**config.mk**
```make
export PLATFORM = sky130hd
export DESIGN_NAME = tinyalu_core_flat
export DESIGN_NICKNAME = d
export VERILOG_FILES = /design/src/rtl/tinyalu_core_if.sv /design/src/rtl/tinyalu_core.sv /design/src/flat_wrapper.sv
export SDC_FILE = /design/constraint.sdc
export NUM_CORES = 1
export LEC_CHECK = 0
export ABC_AREA = 1
export BUFFER_PORTS_ARGS = -buffer_cell sky130_fd_sc_hd__buf_2
export CORE_MARGIN = 2
export CORE_UTILIZATION = 40
export CTS_BUF_LIST = sky130_fd_sc_hd__clkbuf_8
export CTS_CLUSTER_DIAMETER = 150
export DETAILED_ROUTE_END_ITERATION = 7
export GPL_TIMING_DRIVEN = 0
export PLACE_DENSITY = 0.56
export SYNTH_ARGS = -nofsm -noshare
export SYNTH_HDL_FRONTEND = slang
export SYNTH_SLANG_ARGS = --single-unit
```
**constraint.sdc**
```tcl
create_clock -name clk -period 4.07 [get_ports clk]
set_clock_uncertainty 0.15 [all_clocks]
set_input_delay 0.6105 -clock clk [delete_from_list [all_inputs] [get_ports clk]]
set_output_delay 0.6105 -clock clk [all_outputs]
set_load 0.01 [all_outputs]
```
**src/rtl/tinyalu_core_if.sv**
```systemverilog
// Command/response bundle between the TinyALU requester (master) and the ALU core (slave).
interface tinyalu_core_if;
    logic [7:0]  A;
    logic [7:0]  B;
    logic [2:0]  op;
    logic        start;
    logic        done;
    logic [15:0] result;

    // Handshake: the master holds start (with A/B/op) high until it samples done=1.
    // The slave pulses done for exactly one cycle and then waits for start=0 before
    // accepting again. result stays stable between completions.
    modport master (output A, B, op, start, input done, result);
    modport slave  (input A, B, op, start, output done, result);
endinterface

```
**src/rtl/tinyalu_core.sv**
```systemverilog
// TinyALU responder: add/and/xor in one cycle, unsigned 8x8 multiply through a
// 3-stage pipeline, one-cycle done pulse, then waits for start to drop.
module tinyalu_core (
    input  logic                  clk,
    input  logic                  reset_n,
    tinyalu_core_if.slave         bus,
    output logic [2:0]            dbg_state
);

    typedef enum logic [2:0] {
        S_IDLE     = 3'd0,
        S_EXEC     = 3'd1,
        S_MUL1     = 3'd2,
        S_MUL2     = 3'd3,
        S_MUL3     = 3'd4,
        S_WAIT_LOW = 3'd5
    } state_e;

    localparam logic [2:0] OP_ADD = 3'b001;
    localparam logic [2:0] OP_AND = 3'b010;
    localparam logic [2:0] OP_XOR = 3'b011;
    localparam logic [2:0] OP_MUL = 3'b100;

    state_e      state_q,  state_d;
    logic [7:0]  a_q,      a_d;
    logic [7:0]  b_q,      b_d;
    logic [2:0]  op_q,     op_d;
    logic [11:0] lo_q,     lo_d;
    logic [11:0] hi_q,     hi_d;
    logic [15:0] prod_q,   prod_d;
    logic [15:0] result_q, result_d;
    logic        done_q,   done_d;

    always_comb begin
        state_d  = state_q;
        a_d      = a_q;
        b_d      = b_q;
        op_d     = op_q;
        lo_d     = lo_q;
        hi_d     = hi_q;
        prod_d   = prod_q;
        result_d = result_q;
        done_d   = 1'b0;

        case (state_q)
            S_IDLE: begin
                if (bus.start) begin
                    if (bus.op == OP_ADD || bus.op == OP_AND || bus.op == OP_XOR) begin
                        a_d     = bus.A;
                        b_d     = bus.B;
                        op_d    = bus.op;
                        state_d = S_EXEC;
                    end else if (bus.op == OP_MUL) begin
                        a_d     = bus.A;
                        b_d     = bus.B;
                        op_d    = bus.op;
                        state_d = S_MUL1;
                    end
                end
            end
            S_EXEC: begin
                case (op_q)
                    OP_ADD:  result_d = {7'b0, {1'b0, a_q} + {1'b0, b_q}};
                    OP_AND:  result_d = {8'h00, a_q & b_q};
                    default: result_d = {8'h00, a_q ^ b_q};
                endcase
                done_d  = 1'b1;
                state_d = S_WAIT_LOW;
            end
            // Product split into two 8x4 partial products, then summed and registered.
            S_MUL1: begin
                lo_d    = 12'(a_q) * 12'(b_q[3:0]);
                hi_d    = 12'(a_q) * 12'(b_q[7:4]);
                state_d = S_MUL2;
            end
            S_MUL2: begin
                prod_d  = 16'(lo_q) + (16'(hi_q) << 4);
                state_d = S_MUL3;
            end
            S_MUL3: begin
                result_d = prod_q;
                done_d   = 1'b1;
                state_d  = S_WAIT_LOW;
            end
            S_WAIT_LOW: begin
                if (!bus.start) state_d = S_IDLE;
            end
            default: state_d = S_IDLE;
        endcase
    end

    always_ff @(posedge clk or negedge reset_n) begin
        if (!reset_n) begin
            state_q  <= S_IDLE;
            a_q      <= '0;
            b_q      <= '0;
            op_q     <= '0;
            lo_q     <= '0;
            hi_q     <= '0;
            prod_q   <= '0;
            result_q <= '0;
            done_q   <= 1'b0;
        end else begin
            state_q  <= state_d;
            a_q      <= a_d;
            b_q      <= b_d;
            op_q     <= op_d;
            lo_q     <= lo_d;
            hi_q     <= hi_d;
            prod_q   <= prod_d;
            result_q <= result_d;
            done_q   <= done_d;
        end
    end

    assign bus.done   = done_q;
    assign bus.result = result_q;
    assign dbg_state  = state_q;

endmodule

```
**src/flat_wrapper.sv**
```systemverilog
// flat-port wrapper written by rule: the top's interface ports become plain ports
module tinyalu_core_flat 
  (clk, reset_n, dbg_state, bus_A, bus_B, bus_op, bus_start, bus_done, bus_result);
  tinyalu_core_if bus_i ();
  input  logic clk;
  input  logic reset_n;
  output logic [2:0] dbg_state;
  input wire logic [$bits(bus_i.A)-1:0] bus_A;
  input wire logic [$bits(bus_i.B)-1:0] bus_B;
  input wire logic [$bits(bus_i.op)-1:0] bus_op;
  input wire logic [$bits(bus_i.start)-1:0] bus_start;
  output wire logic [$bits(bus_i.done)-1:0] bus_done;
  output wire logic [$bits(bus_i.result)-1:0] bus_result;
  assign bus_i.A = bus_A;
  assign bus_i.B = bus_B;
  assign bus_i.op = bus_op;
  assign bus_i.start = bus_start;
  assign bus_done = bus_i.done;
  assign bus_result = bus_i.result;
  tinyalu_core u_core (.clk(clk), .reset_n(reset_n), .bus(bus_i), .dbg_state(dbg_state));
endmodule
```
; Word level (Yosys, flattened, before mapping)
; Index checks and enable logic that the tools add are counted.
[totals]
output_inout_bits = 20
register_bits = 79
word_cells = 51
[op_classes]
n_mux = 14
n_mul = 2
n_eq_ne = 14
addsub = 2
bitwise = 2
n_reduce_logical = 8
[ops]
columns = cell, n
row1 = $mux W8, 4
row2 = $pmux W16 S2, 1
row3 = $mul A8 B4 Y12, 2
row4 = $mux W3, 6
row5 = $pmux W9 S2, 1
row6 = $add A12 B16 Y16, 1
row7 = $eq A3 B2 Y1 const B, 5
row8 = $pmux W3 S5, 1
row9 = $add A8 B8 Y9, 1
row10 = $eq A3 B1 Y1 const B, 3
row11 = $eq A3 B3 Y1 const B, 3
row12 = $and A8 B8 Y8, 1
row13 = $xor A8 B8 Y8, 1
row14 = $reduce_and A3 Y1, 2
row15 = $ne A2 B2 Y1 const B, 2
row16 = $reduce_bool A2 Y1, 2
row17 = $logic_not A3 Y1, 1
row18 = $ne A3 B1 Y1 const B, 1
row19 = $logic_or A1 B1 Y1, 2
row20 = $reduce_or A2 Y1, 1
row21 = $mux W1, 1

; Longest topological paths before layout
[depth]
ltp_word = 6
depth_mapped = 18
ltp_nobuf = 17

; Worst setup path before layout
; No wires, ideal clock.
[synth_path]
path_type = reg-to-reg
start = register u_core.a_q[1]
end = register u_core.hi_q[10]
setup_time_ns = 0.126
t_arrival_ns = 2.945
slack_ns = 0.849
required_ns = 3.794
path_stages_with_launch = 14
n_path_buf = 1
path_cell_list = dfrtp_1 -> clkbuf_1 -> nand2_1 -> fa_1 -> inv_1 -> fa_1 -> inv_1 -> fa_1 -> o21ai_0 -> nand3_1 -> nand2_1 -> nand2_1 -> nand3_1 -> o21ai_0
[synth_between]
elab_chain_len = 1
[synth_lines]
columns = item, line
row1 = start: declaration, tinyalu_core.sv:25  ; logic [7:0] a_q, a_d;
row2 = start signal: assignment, tinyalu_core.sv:95  ; a_q <= '0;
row3 = start signal: assignment, tinyalu_core.sv:105  ; a_q <= a_d;
row4 = $mul A8 B4 Y12, tinyalu_core.sv:73  ; hi_d = 12'(a_q) * 12'(b_q[7:4]);
row5 = end signal: assignment, tinyalu_core.sv:109  ; hi_q <= hi_d;
row6 = end: declaration, tinyalu_core.sv:29  ; logic [11:0] hi_q, hi_d;
; No other way between the ends.
; A chain may end at the register's enable or synchronous reset.

; Worst setup path after layout
; Same ends and word-level chain as after synthesis.

==> run summary <==
status: completed
area growth from synthesis to final layout: 11.1%
Critical Path Stages: 13
Peak Freq: 276 MHz
via count: 5134
vias per inst: 4.79
GRT overflow: 0
Worst EP required: 4.20 ns
clock tree sinks: 79
maximum net fanout on the critical path: 8
Setup violations, final: 0
Max Cap Viol: 0
Hold WC Path Type: in -> reg
initial antenna violation count: 0
min Tclk post-route: 3.63 ns
Syn. warnings: 0
First DRT Iteration DRCs: 239
maximum number of pins on one net before global-route repair: 64
drt pass-1 iters: 4
Net Count, Synth: 922
pre-CTS WS: 0.463 ns
I/O Buffers: 41
worst reg2reg path depth: 13
antenna cells: 0
routed length per instance: 13.9 um
Hold Crit Depth: 2
CTS tree: done
final setup margin: 0.443 ns
post-route ant nets: 0
critical path capture point type: flop
I/O Pins: 42
share of post-route cells with drive strength above 1: 0.115
Max clock buf depth: 2
CP top delay family: adder cells
number of fill cells: 1623
die area: 16600 sq um
Mapped Cells: 825
final worst-path cycle share: 0.891
Synth cell types: 40
Hold Vio Cnt, Final: 0
first-pass GRT wire length: 25400 um
Rows: 45
CTS Buf Count: 9
CP startpoint kind: flop
Die H: 129 um
overall global routing resource usage: 0.197
Core Box Area: 15200 sq um
initial core utilization: 0.410
R2R Setup Slk: 0.44 ns
WL final: 14900 um
global placer's final weighted congestion: 0.872
crit-path cells: clkbuf_1, nand2_1, fa_1, inv_1, fa_1, inv_1, fa_1, o21ai_0, nand3_1, nand2_1, nand2_1, nand3_1, o21ai_0
Worst-path clk slew: 0.09 ns
sequential element share of the synthesized area: 0.317
Slew @ Worst Pin: 0.511 ns
CP arrival: 3.76 ns
HPWL after DPL: 12000 um
DRC viols: 0
pins over their slew limit: 0
syn_area_per_cell: 7.56 sq um
post-CTS setup buffers: 0
synthesized area: 6240 sq um
vias in the first global route: 5173
CP Buf/Inv Count: 3
Slew Limit Headroom: 0.658
H-tree depth: 3
setup_tns: 0 ns
CTS Root Cell: clkbuf_8
fin nets: 976
Crit Path Category: reg -> reg
critical path's slowest cell: fa_1
worst skew pair latency: 0.39 ns
slowest stage delay, CP: 0.56 ns
Seq cells post-synth: 79
RSZ-0062 raised after global routing: false
Die Wd: 129 um
[timing repair]
item	CTS	global route
hold buffers	1	0
hold endpoints to repair	16	0
gates resized for setup	0	0
[cell usage after synthesis]
master    count  share of area
a211oi_1      2         0.0024
buf_4         2         0.0024
o22ai_1       1         0.0010
buf_6         5         0.0090
nor2_1       32          0.019
inv_1       149          0.090
clkbuf_1     16         0.0096
a31oi_1       2         0.0020
and2_1        1         0.0010
clkinv_1      1        0.00060
nand4_1      11          0.011
o21bai_1      6         0.0072
clkinv_2      1        0.00080
o21ai_1       1        0.00080
o21ai_0      34          0.027
nand3b_1      3         0.0036
nand2_1     263           0.16
nand3_2       1         0.0016
xnor2_1       8          0.011
a22o_1        5         0.0070
mux2_2        2         0.0036
o211ai_1      3         0.0036
nor3_4        1         0.0026
fa_1         25          0.080
nand2_2       1         0.0010
nand3_4       1         0.0028
nor2_4        2         0.0036
nand3_1      59          0.047
a21oi_1      27          0.022
buf_2         5         0.0040
mux2_4       14          0.034
ha_1         50           0.10
inv_2         2         0.0012
nor3_1        2         0.0016
xor2_1        1         0.0014
or2_2         3         0.0030
o21ai_2       2         0.0028
a21oi_2       1         0.0014
inv_4         1         0.0010
dfrtp_1      79           0.32
[metal layers]
layer / share of wire / routed length, um / vias up / global-route usage
li1: - / - / 2685 / -
met1: 0.49 / 7250 / 2351 / 0.260
met2: 0.46 / 6790 / 84 / 0.330
met3: 0.042 / 623 / 14 / 0.0324
met4: 0.014 / 202 / 0 / 0.0614
met5: 0 / 0 / - / 0
[kinds of logic after synthesis]
| group | count (synthesis) | synth area share |
|---|---|---|
| XOR/XNOR | 9 | 0.0126 |
| multiplexers | 16 | 0.0373 |
| AO/OA/AOI/OAI | 84 | 0.0772 |
| flip-flops | 79 | 0.317 |
| AND/OR/NAND/NOR | 380 | 0.257 |
| adder cells (fa/ha/maj) | 75 | 0.181 |
| buffers and inverters | 182 | 0.118 |
[final timing paths]
| check | start | endpoint |
|---|---|---|
| worst max-delay path | u_core.a_q[1] | u_core.hi_q[10] |
| worst min-delay path | bus_B[2] | u_core.b_q[2] |
| worst max register to register | u_core.a_q[1] | u_core.hi_q[10] |
| worst min register to register | u_core.prod_q[1] | u_core.prod_q[1] |
| max in group asynchronous | reset_n | u_core.lo_q[6] |
| min in group asynchronous | reset_n | u_core.a_q[1] |
[through the flow]
step	hold slack, ns	utilization	std cells	cell area, sq um
3_3_place_gp	0.306	0.439	1054	6680
3_5_place_dp	0.310	0.441	1055	6710
2_1_floorplan	0.165	-	825	6240
6_report	0.295	0.456	1072	6930
4_1_cts	0.282	0.456	1072	6930
5_1_grt	0.289	0.456	1072	6930
[area by class of cell]
cell class | count | area [sq um] | area share
multi-input cells | 564 | 3520 | 0.508
flip-flops and latches | 79 | 1980 | 0.285
inverters | 154 | 582 | 0.0840
repair buffers | 43 | 245 | 0.0354
well taps | 188 | 235 | 0.0340
plain buffers | 28 | 156 | 0.0226
clock buffers | 10 | 138 | 0.0199
clock inverters | 6 | 73.8 | 0.0107
[flip-flops by register name, summed over array words and instances (netlist names)]
name / flops
u_core.bus.done: 1
u_core.a_q: 8
u_core.b_q: 8
u_core.prod_q: 16
u_core.bus.result: 16
u_core.op_q: 3
u_core.hi_q: 12
u_core.lo_q: 12
u_core.dbg_state: 3
[placed cells by master (no fill, tap or decap), types with 3 or more instances in the layout]
master and n:
dfrtp_1 79, inv_1 149, o21ai_0 34, ha_1 50, o21bai_1 6, buf_6 5, fa_1 25, or2_2 3
mux2_4 14, buf_2 45, nand4_1 11, a21oi_1 27, nand3b_1 3, nand3_1 59, o211ai_1 3, nor2_1 32
clkbuf_8 10, xnor2_1 8, buf_4 3, a22o_1 5, nand2_1 263, inv_6 3, clkbuf_1 16
[worst register-to-register path: stages (launching register included)]
cell and delay, ns:
dfrtp_1 0.44, clkbuf_1 0.33, nand2_1 0.13, fa_1 0.52, inv_1 0.06, fa_1 0.56
inv_1 0.06, fa_1 0.45, o21ai_0 0.38, nand3_1 0.16, nand2_1 0.09, nand2_1 0.05
nand3_1 0.07, o21ai_0 0.08
Power is left out: the tool's default activity adds up to more than one toggle a clock period on the data nets, which glitch-free logic cannot reach.
